**src/rtl/paddle_if.sv**
```systemverilog
// Player-input and game-state bundle shared by the encoder/button front ends,
// the paddle controller and the ball/render logic that follow its outputs.
interface paddle_if;
    logic       p1_up;
    logic       p1_down;
    logic       p2_up;
    logic       p2_down;
    logic       p1_btn;
    logic       p2_btn;
    logic       point_scored;
    logic       scorer;
    logic [9:0] p1_y;
    logic [9:0] p2_y;
    logic [1:0] mode;
    logic       serve_player;
    logic       start_serve;

    modport master (
        output p1_up, p1_down, p2_up, p2_down, p1_btn, p2_btn, point_scored, scorer,
        input  p1_y, p2_y, mode, serve_player, start_serve
    );

    modport slave (
        input  p1_up, p1_down, p2_up, p2_down, p1_btn, p2_btn, point_scored, scorer,
        output p1_y, p2_y, mode, serve_player, start_serve
    );
endinterface

```
**src/rtl/paddle_controller.sv**
```systemverilog
// Pong game-input sequencer: paddle positions with clamping, button debounce
// and the game-mode FSM.
//
//   state | meaning
//   IDLE  | waiting for any press to begin a game
//   SERVE | ball held; serve_player's press launches it
//   PLAY  | rally in progress; score -> SERVE, press -> PAUSE
//   PAUSE | frozen; any press resumes PLAY without a new serve
module paddle_controller #(
    parameter int SCREEN_H   = 480,
    parameter int PADDLE_H   = 64,
    parameter int STEP       = 8,
    parameter int BTN_STABLE = 250000
) (
    input  logic     clk,
    input  logic     rst,
    paddle_if.slave  bus
);
    localparam logic [9:0] Y_MAX  = 10'(SCREEN_H - PADDLE_H);
    localparam logic [9:0] Y_MID  = 10'((SCREEN_H - PADDLE_H) / 2);
    localparam logic [9:0] STEP_Y = 10'(STEP);
    localparam int         CNT_W  = $clog2(BTN_STABLE + 1);
    localparam logic [CNT_W-1:0] CNT_LAST = CNT_W'(BTN_STABLE - 1);

    typedef enum logic [1:0] {
        IDLE  = 2'd0,
        SERVE = 2'd1,
        PLAY  = 2'd2,
        PAUSE = 2'd3
    } mode_t;

    mode_t            state;
    mode_t            state_next;
    logic             serve_player_q;
    logic             serve_player_next;
    logic             start_serve_q;
    logic             start_serve_next;
    logic [9:0]       p1_y_q;
    logic [9:0]       p2_y_q;
    logic [1:0]       raw;
    logic [1:0]       accepted;
    logic [1:0]       press;
    logic [CNT_W-1:0] cnt [2];
    logic             any_press;
    logic             paddles_live;
    logic             recentre;

    assign raw = {bus.p2_btn, bus.p1_btn};

    // Comparison happens before the add/subtract so the 10-bit result never wraps.
    function automatic logic [9:0] move_y(input logic [9:0] y, input logic up, input logic down);
        logic [9:0] r;
        r = y;
        if (up && !down) begin
            r = (y < STEP_Y) ? 10'd0 : y - STEP_Y;
        end else if (down && !up) begin
            r = (y > Y_MAX - STEP_Y) ? Y_MAX : y + STEP_Y;
        end
        return r;
    endfunction

    // Debounce both buttons; the counter hitting its last value on a mismatch
    // means the new level has held for BTN_STABLE cycles.
    always_ff @(posedge clk) begin
        if (rst) begin
            for (int i = 0; i < 2; i++) begin
                cnt[i] <= '0;
            end
            accepted <= '0;
            press    <= '0;
        end else begin
            for (int i = 0; i < 2; i++) begin
                press[i] <= 1'b0;
                if (raw[i] == accepted[i]) begin
                    cnt[i] <= '0;
                end else if (cnt[i] == CNT_LAST) begin
                    accepted[i] <= raw[i];
                    cnt[i]      <= '0;
                    press[i]    <= raw[i];
                end else begin
                    cnt[i] <= cnt[i] + CNT_W'(1);
                end
            end
        end
    end

    // Mode FSM state and registered outputs.
    always_ff @(posedge clk) begin
        if (rst) begin
            state          <= IDLE;
            serve_player_q <= 1'b0;
            start_serve_q  <= 1'b0;
        end else begin
            state          <= state_next;
            serve_player_q <= serve_player_next;
            start_serve_q  <= start_serve_next;
        end
    end

    assign any_press = |press;

    // Next mode; a score in PLAY wins over a press in the same cycle.
    always_comb begin
        state_next        = state;
        serve_player_next = serve_player_q;
        start_serve_next  = 1'b0;
        case (state)
            IDLE: begin
                if (any_press) begin
                    state_next        = SERVE;
                    serve_player_next = 1'b0;
                end
            end
            SERVE: begin
                if (press[serve_player_q]) begin
                    state_next       = PLAY;
                    start_serve_next = 1'b1;
                end
            end
            PLAY: begin
                if (bus.point_scored) begin
                    state_next        = SERVE;
                    serve_player_next = ~bus.scorer;
                end else if (any_press) begin
                    state_next = PAUSE;
                end
            end
            PAUSE: begin
                if (any_press) begin
                    state_next = PLAY;
                end
            end
            default: state_next = IDLE;
        endcase
    end

    assign paddles_live = (state == SERVE) || (state == PLAY);
    assign recentre     = (state == IDLE) && (state_next == SERVE);

    // Paddle positions: centred on a new game, moved only while the ball is live.
    always_ff @(posedge clk) begin
        if (rst || recentre) begin
            p1_y_q <= Y_MID;
            p2_y_q <= Y_MID;
        end else if (paddles_live) begin
            p1_y_q <= move_y(p1_y_q, bus.p1_up, bus.p1_down);
            p2_y_q <= move_y(p2_y_q, bus.p2_up, bus.p2_down);
        end
    end

    assign bus.p1_y         = p1_y_q;
    assign bus.p2_y         = p2_y_q;
    assign bus.mode         = state;
    assign bus.serve_player = serve_player_q;
    assign bus.start_serve  = start_serve_q;
endmodule

```
**src/flat_wrapper.sv**
```systemverilog
// flat-port wrapper written by rule: the top's interface ports become plain ports
module paddle_controller_flat 
#(
    parameter int SCREEN_H   = 480,
    parameter int PADDLE_H   = 64,
    parameter int STEP       = 8,
    parameter int BTN_STABLE = 250000
)
  (clk, rst, bus_p1_up, bus_p1_down, bus_p2_up, bus_p2_down, bus_p1_btn, bus_p2_btn, bus_point_scored, bus_scorer, bus_p1_y, bus_p2_y, bus_mode, bus_serve_player, bus_start_serve);
  paddle_if bus_i ();
  input  logic clk;
  input  logic rst;
  input wire logic [$bits(bus_i.p1_up)-1:0] bus_p1_up;
  input wire logic [$bits(bus_i.p1_down)-1:0] bus_p1_down;
  input wire logic [$bits(bus_i.p2_up)-1:0] bus_p2_up;
  input wire logic [$bits(bus_i.p2_down)-1:0] bus_p2_down;
  input wire logic [$bits(bus_i.p1_btn)-1:0] bus_p1_btn;
  input wire logic [$bits(bus_i.p2_btn)-1:0] bus_p2_btn;
  input wire logic [$bits(bus_i.point_scored)-1:0] bus_point_scored;
  input wire logic [$bits(bus_i.scorer)-1:0] bus_scorer;
  output wire logic [$bits(bus_i.p1_y)-1:0] bus_p1_y;
  output wire logic [$bits(bus_i.p2_y)-1:0] bus_p2_y;
  output wire logic [$bits(bus_i.mode)-1:0] bus_mode;
  output wire logic [$bits(bus_i.serve_player)-1:0] bus_serve_player;
  output wire logic [$bits(bus_i.start_serve)-1:0] bus_start_serve;
  assign bus_i.p1_up = bus_p1_up;
  assign bus_i.p1_down = bus_p1_down;
  assign bus_i.p2_up = bus_p2_up;
  assign bus_i.p2_down = bus_p2_down;
  assign bus_i.p1_btn = bus_p1_btn;
  assign bus_i.p2_btn = bus_p2_btn;
  assign bus_i.point_scored = bus_point_scored;
  assign bus_i.scorer = bus_scorer;
  assign bus_p1_y = bus_i.p1_y;
  assign bus_p2_y = bus_i.p2_y;
  assign bus_mode = bus_i.mode;
  assign bus_serve_player = bus_i.serve_player;
  assign bus_start_serve = bus_i.start_serve;
  paddle_controller #(.SCREEN_H(SCREEN_H), .PADDLE_H(PADDLE_H), .STEP(STEP), .BTN_STABLE(BTN_STABLE)) u_core (.clk(clk), .rst(rst), .bus(bus_i));
endmodule
```
**config.mk**
```make
export PLATFORM = sky130hd
export DESIGN_NAME = paddle_controller_flat
export DESIGN_NICKNAME = d
export VERILOG_FILES = /design/src/rtl/paddle_if.sv /design/src/rtl/paddle_controller.sv /design/src/flat_wrapper.sv
export SDC_FILE = /design/constraint.sdc
export NUM_CORES = 1
export LEC_CHECK = 0
export CORE_ASPECT_RATIO = 1.75
export CORE_MARGIN = 3
export CORE_UTILIZATION = 25
export CTS_CLUSTER_DIAMETER = 120
export DETAILED_ROUTE_END_ITERATION = 8
export PLACE_DENSITY = 0.51
export SETUP_SLACK_MARGIN = 0.5
export SYNTH_ARGS = -nofsm -noshare
export SYNTH_HDL_FRONTEND = slang
export SYNTH_SLANG_ARGS = --single-unit
```
**constraint.sdc**
```tcl
create_clock -name clk -period 2.9 [get_ports clk]
set_input_delay 0.58 -clock clk [delete_from_list [all_inputs] [get_ports clk]]
set_output_delay 0.58 -clock clk [all_outputs]
set_load 0.05 [all_outputs]
```
==> results by group, run 1 <==
Worst setup path
  • CP peak stage delay: roughly 0.88 ns
  • Crit start category: register
  • CP max FO: 11
  • Critical path type: reg -> out
  • Crit path DAT: 1.76 ns
  • R2r setup slk: roughly 0.8 ns
  • CP required: 2.32 ns
  • Worst-path cell chain: clkdlybuf4s50_1
  • CP delay by family, top: buffers and inverters
  • CP Buf/Inv Count: 1
  • Worst setup EP type: output port
  • Slowest-stage cell, CP: clkdlybuf4s50_1

Layout
  • Layout cell share with drive strength beyond 1: under 10%
  • Design area: 0.00451 sq mm
  • Filler cell count: ~1500
  • Util after Layout: about 31%
  • Area growth syn-to-layout: 21.6%
  • Layout net count: 490
  • Cell Count, Final, Fillers Out: between 600 and 700
  • Antenna Diode Count: 0

Synth
  • Synthesized cell area: between 0.003 and 0.004 sq mm
  • Yosys warns: 0
  • EDFF count, synth: 36
  • Avg Inst Size Synth: ~9.0 sq um
  • Post-synthesis sequential area ratio: roughly two fifths
  • Ys async rst share: 0%
  • Seq cells post-synth: 58
  • Syn Inst Count: 413
  • Netlist cell types: 54
  • Main flop type after synthesis: edfxtp_1

STA
  • Total Neg Setup Slack: 0 ns
  • Slew Viols, Final: 0
  • Worst setup margin: between 0.5 and 0.6 ns
  • Worst Max-Slew Pin Slew: between 0.7 and 0.8 ns
  • Relative slew slack: between 50% and 60%
  • Post-layout min period: 2.34 ns
  • Tcrit/Tclk final: just over 80%
  • Number of setup violations in the final report: 0
  • Hold WS: about 0.47 ns
  • RSZ-0062 raised after global routing: false
  • Max Fclk: 428 MHz
  • Hold Vio Cnt, Final: 0
  • Worst Skew: roughly 0.0073 ns

Clock tree
  • Clk sink count: 58
  • Root Buffer: clkbuf_16
  • Clock transition at path regs: ~0.050 ns
  • Clock Latency Late Sink: 0.32 ns
  • CTS tree: yes
  • # hold bufs at CTS: 0
  • Maximum clock path buffer count: 2
  • Htree depth: 3
  • CTS Buf Count: 9

Power and ir drop
  • Pwr Density: ~560 mW/mm^2
  • Maximum VDD drop: just under 0.2 mV
  • Leak Pwr: 1.56 nW
  • Total power draw: 2.52 mW

Global routing
  • Pin count of the biggest net entering global routing: 18
  • Total global-route track usage: a little over a tenth
  • First-pass GRT wire length: approximately 15000 microns
  • Initial antenna violation count: 0
  • Vias in the first global route: around 3200
  • Overflow after GRT: 0

Routing
  • Final WL: approximately 8400 microns
  • Vias/cell: around 4.9
  • Total number of vias: 3158
  • Final ANT Viol Nets: 0
  • DR WL/cell: ~13 microns
  • Initial DRC count: about 140
  • 1st-pass router iterations: 4
  • Drt drc: 0

Placement
  • Place WS: between 0.4 and 0.5 ns
  • GP Congestion: just under 0.8
  • Placed cell areas: 0.00422 sq mm
  • Placed cell count: between 600 and 700
  • Port Buffer Count: 27
  • DP HPWL: between 6000 and 7000 microns

Die
  • DIE WIDTH: roughly 98 microns
  • Core ar.: 0.0144 sq mm
  • Die ar.: 0.0164 sq mm
  • FP Rows: 58
  • Top Ports: 34
  • Initial core utilization: roughly a quarter
  • Die height: roughly 170 microns

Job
  • Maxcap violations: 0

Outcome
  • Status: finished clean

Worst hold path
  • HP Class: reg -> reg
[final cells by class]
class	count	area, sq um	share of cell area (%)
clock buffers	10	229	5.08
clock inverters	5	46.3	1.03
inverters	16	60.1	1.33
multi-input cells	353	2130	47.3
flip-flops and latches	58	1520	33.8
well taps	180	225	5.00
repair buffers	29	293	6.50
[layer usage]
| layer | global-route usage, % | routed length [microns] | vias up |
|---|---|---|---|
| met2 | 19.4 | 4380 | 72 |
| met1 | 11.8 | 3440 | 1482 |
| met3 | 2.43 | 341 | 18 |
| met5 | 0 | 0 | - |
| li1 | - | - | 1586 |
| met4 | 6.03 | 249 | 0 |
[timing repair]
action                                  CTS  global route
setup buffers                             0             0
endpoints found under the setup margin    0             3
resized for setup                         0             3
[power by group]
part	switching (mW)	internal [mW]	leakage (nW)	total, mW
registers	0.0857	0.932	0.548	1.02
clock network	0.345	0.648	0.135	0.993
logic	0.328	0.184	0.875	0.512
[placed cells by master (no fill, tap or decap), types with 3 or more instances in the layout]
master and n:
nor4b_1 6, o21a_1 3, or4_1 9, dlymetal6s2s_1 3, nand2b_1 5, nor2_1 49, or3_1 12, nor3b_1 3
and4_1 5, nor2b_1 3, xnor2_1 15, nand3_1 18, conb_1 42, a31oi_1 6, o21ai_1 3, ha_1 13
clkbuf_16 9, inv_1 16, edfxtp_1 36, nand4_1 11, clkinv_1 3, dfxtp_1 22, nand2_1 28, clkdlybuf4s50_1 24
a211o_1 3, nor4_1 5, o21ai_0 16, xor2_1 14, a211oi_1 3, a21oi_1 23, and2_1 4, and3_1 4
nor3_1 15, o31ai_1 9
[state kept, by name (all words and copies together), names as in the netlist]
| register | cells |
|---|---|
| u_core.press | 2 |
| u_core.bus.p2_y | 7 |
| u_core.bus.mode | 2 |
| u_core.cnt | 36 |
| u_core.accepted | 2 |
| u_core.bus.start_serve | 1 |
| u_core.bus.p1_y | 7 |
| u_core.bus.serve_player | 1 |
[cell families after synthesis]
kind of cell	share of synthesized area (%)
fa+ha+maj	4.39
buf+inv	5.50
simple gates	26.9
other cells	0.203
xor+xnor	6.85
mux	0.270
flops	41.1
compound gates	14.8
[final timing paths]
check                                   from                        endpoint  cells past startpoint
max reg2reg   u_core.cnt[0][4]$_SDFFCE_PN0P_  u_core.cnt[0][3]$_SDFFCE_PN0P_                      4
max          u_core.bus.p1_y[6]$_SDFFE_PP1P_                     bus_p1_y[6]                      1
min          u_core.accepted[0]$_SDFFE_PP0N_      u_core.press[0]$_SDFF_PP0_                      1
min reg2reg  u_core.accepted[0]$_SDFFE_PP0N_      u_core.press[0]$_SDFF_PP0_                      1
[cells in the mapped netlist (11+ instances only)]
| master | instances | share of area, % |
|---|---|---|
| inv_1 | 16 | 1.6 |
| nor3_1 | 15 | 2.0 |
| nor2_1 | 49 | 5.0 |
| nand3_1 | 18 | 2.4 |
| a21oi_1 | 23 | 3.1 |
| xnor2_1 | 15 | 3.5 |
| dfxtp_1 | 22 | 12 |
| clkbuf_1 | 12 | 1.2 |
| xor2_1 | 14 | 3.3 |
| or3_1 | 12 | 2.0 |
| nand4_1 | 11 | 1.9 |
| ha_1 | 13 | 4.4 |
| o21ai_0 | 16 | 2.2 |
| nand2_1 | 28 | 2.8 |
| edfxtp_1 | 36 | 29 |
No activity file was read; power rests on OpenSTA's default activity.
==> run 2, diff against run 1 <==
--- a/config.mk
+++ b/config.mk
@@ -10,7 +10,7 @@
 export CORE_UTILIZATION = 25
 export CTS_CLUSTER_DIAMETER = 120
 export DETAILED_ROUTE_END_ITERATION = 8
-export PLACE_DENSITY = 0.51
+export PLACE_DENSITY = 0.53
 export SETUP_SLACK_MARGIN = 0.5
 export SYNTH_ARGS = -nofsm -noshare
 export SYNTH_HDL_FRONTEND = slang
==> constraint.sdc (replaced) <==
create_clock -name clk -period 2 [get_ports clk]
set_input_delay 0.4 -clock clk [delete_from_list [all_inputs] [get_ports clk]]
set_output_delay 0.4 -clock clk [all_outputs]
set_load 0.05 [all_outputs]
==> results by group, run 2 (synthesis results as in run 1) <==
Layout
  • Filler cell count: 1444 (-5.7%)
  • Most frequent cells in the layout: 74 x buf_4, 43 x nor2_1, 42 x conb_1, 36 x edfxtp_1, 26 x nand2_1
  • Multi-input logic area: 0.00254 sq mm (+19%)
  • Reg area: 0.00157 sq mm (+3.1%)
  • Util after Layout: 38.6% (+7.4 points)
  • Largest Register: u_core.cnt
  • Area growth syn-to-layout: 50.6%
  • Max reg flops: 36 (unchanged)
  • Layout cell share with drive strength beyond 1: 36.4% (+32 points)
  • Most common cell after layout, fill and taps aside: buf_4
  • Antenna Diode Count: 0 (unchanged)
  • Layout net count: 565 (+15%)

Clock tree
  • CTS tree: yes
  • Clock transition at path regs: 0.06 ns (about the same)
  • Htree depth: 3 (unchanged)
  • Maximum clock path buffer count: 2 (unchanged)
  • Clock Latency Late Sink: 0.33 ns (about the same)
  • # hold bufs at CTS: 0 (unchanged)
  • CTS Buf Count: 9 (unchanged)
  • Clk sink count: 58 (unchanged)
  • Root Buffer: clkbuf_16

Power and ir drop
  • Clock share of power: 39.1% (-0.3 points)
  • Pint: 3.14 mW (+78%)
  • Logic gate share of total power: 27.9% (+7.6 points)
  • Sequential Power Share: 32.9% (-7.4 points)
  • Leak Pwr: 2.06 nW (+33%)
  • Maximum VDD drop: 0.480 mV (+140%)
  • Sw Ratio: 29.5% (-0.59 points)
  • Pwr Density: 797 mW/mm^2 (+42%)
  • Sw power: 1.31 mW (+73%)
  • Total power draw: 4.45 mW (+76%)

Worst setup path
  • CP delay by family, top: simple AND/OR/NAND/NOR gates
  • CP required: 2.09 ns (-0.23 ns)
  • Critical path type: reg -> reg
  • CP Buf/Inv Count: 0 (-1)
  • CP max FO: 4 (-7)
  • Worst-path cell chain: or4b_1 > or3_4 > and3_4
  • Reg2Reg Depth: 3 (-1)
  • R2r setup slk: 0.23 ns (-0.55 ns)
  • Worst R2R End: u_core.cnt[0][1]$_SDFFCE_PN0P_
  • Origin of the critical flop-to-flop path: u_core.cnt[0][4]$_SDFFCE_PN0P_
  • Worst setup EP type: register
  • Slowest-stage cell, CP: or4b_1
  • CP peak stage delay: 0.55 ns (-0.33 ns)
  • Crit path DAT: 1.85 ns (+0.09 ns)
  • Crit start category: register

Routing
  • Total number of vias: 3554 (+13%)
  • Drt drc: 0 (unchanged)
  • Vias/cell: 4.89 (+0.77%)
  • Final WL: 10000 microns (+19%)
  • Initial DRC count: 179 (+27%)
  • DR WL/cell: 13.8 microns (+7.0%)
  • Final ANT Viol Nets: 0 (unchanged)
  • 1st-pass router iterations: 4 (unchanged)

STA
  • Post-layout min period: 1.77 ns
  • Number of setup violations in the final report: 0 (unchanged)
  • Worst Skew: 0.00608 ns (-0.00125 ns)
  • Slew Viols, Final: 0 (unchanged)
  • Hold Vio Cnt, Final: 0 (unchanged)
  • Tcrit/Tclk final: about 88%
  • Max Fclk: 566 MHz
  • RSZ-0062 raised after global routing: true

Die
  • Core ar.: 0.0144 sq mm (unchanged)
  • Top Ports: 34 (unchanged)
  • Die height: 167 microns (unchanged)
  • Die ar.: 0.0164 sq mm (unchanged)
  • DIE WIDTH: 98.0 microns (unchanged)
  • Initial core utilization: 25.7% (unchanged)
  • FP Rows: 58 (unchanged)

Global routing
  • Overflow after GRT: 0 (unchanged)
  • Initial antenna violation count: 0 (unchanged)
  • Pin count of the biggest net entering global routing: 18 (unchanged)
  • Total global-route track usage: 12.0% (+1.1 points)
  • Vias in the first global route: 3506 (+8.3%)
  • First-pass GRT wire length: 16100 microns (+8.1%)

Worst hold path
  • Min-delay src: u_core.accepted[0]$_SDFFE_PP0N_
  • Hold Crit Endpoint: u_core.press[0]$_SDFF_PP0_
  • Hold Crit Depth: 1 (unchanged)
  • HP Class: reg -> reg

Placement
  • DP HPWL: 6850 microns (+8.6%)
  • GP Congestion: 0.858 (+11%)
  • Port Buffer Count: 27 (unchanged)

Job
  • Maxcap violations: 0 (unchanged)

Outcome
  • Status: finished clean
-- run 2: cell count changes in the layout (fill, tap and decap cells not counted), sizes merged --
| cell | previous run | this run |
|---|---|---|
| dlygate4sd2 | 0 | 4 |
| clkdlybuf4s50 | 24 | 5 |
| dlymetal6s2s | 3 | 0 |
| clkdlybuf4s15 | 0 | 2 |
| buf | 2 | 88 |
| bufinv | 1 | 3 |
| clkbuf | 10 | 14 |
-- run 2: per-stage QoR --
step / cell area [sq um] / setup TNS (ns) / setup slack, ns / std cells / hold WS [ns]
2_1_floorplan: 4060 / 0 / 0.258 / 453 / 0.448
3_3_place_gp: 4550 / -0.244 / -0.0470 / 660 / 0.466
6_report: 5580 / 0 / 0.233 / 727 / 0.508
5_1_grt: 5580 / 0 / 0.190 / 727 / 0.522
4_1_cts: 5240 / 0 / 0.250 / 709 / 0.477
3_5_place_dp: 4550 / -0.480 / -0.0669 / 660 / 0.466
-- run 2: what timing repair did --
item | 4_1_cts | 5_1_grt
resized for setup | 76 | 56
pin swaps | 23 | 20
setup endpoints to repair | 64 | 59
buffers inserted | 33 | 18
-- run 2: metal layers --
| layer | GRT usage [%] | up-vias | wire, microns | part of all wire [%] |
|---|---|---|---|---|
| met1 | 12.2 | 1710 | 3750 | 37 |
| met4 | 7.11 | 0 | 323 | 3.2 |
| met2 | 22.6 | 81 | 5650 | 56 |
| met3 | 2.01 | 24 | 323 | 3.2 |
| met5 | 0 | - | 0 | 0 |
| li1 | - | 1739 | - | - |
-- run 2: layout make-up --
type	instances	area share (%)
clock buffer	9	4.04
clock inverter	7	1.93
inverter	16	1.26
multi-input combinational	353	45.5
sequential	58	28.1
tap	180	4.04
timing repair buffer	104	15.2
-- run 2: power groups by stage --
stage	clock [mW]	combinational [mW]	sequential, mW
after floorplan	0	0.557	1.59
after CTS	1.79	1.07	1.46
final	1.74	1.24	1.46
after global placement	0	0.895	1.52
after detailed placement	0	0.905	1.52
after global routing	1.84	1.34	1.48
-- run 2: worst reg2reg max path, cell delays in order (launching register included) --
cell,delay [ns]
edfxtp_1,0.46
or4b_1,0.56
or3_4,0.35
and3_4,0.16
-- run 2: how the worst max path moves through the flow --
stage / startpoint / end / slack (ns) / cells past startpoint
6_report: u_core.cnt[0][4]$_SDFFCE_PN0P_ / u_core.cnt[0][1]$_SDFFCE_PN0P_ / 0.23 / 3
5_1_grt: u_core.cnt[1][2]$_SDFFCE_PN0P_ / u_core.cnt[1][15]$_SDFFCE_PN0P_ / 0.19 / 4
4_1_cts: u_core.cnt[0][14]$_SDFFCE_PN0P_ / u_core.cnt[0][1]$_SDFFCE_PN0P_ / 0.25 / 4
3_5_place_dp: bus_p1_down / u_core.bus.p1_y[6]$_SDFFE_PP1P_ / -0.07 / 6
3_3_place_gp: bus_p1_down / u_core.bus.p1_y[6]$_SDFFE_PP1P_ / -0.05 / 6
2_1_floorplan: u_core.cnt[0][0]$_SDFFCE_PN0P_ / u_core.cnt[0][16]$_SDFFCE_PN0P_ / 0.26 / 5
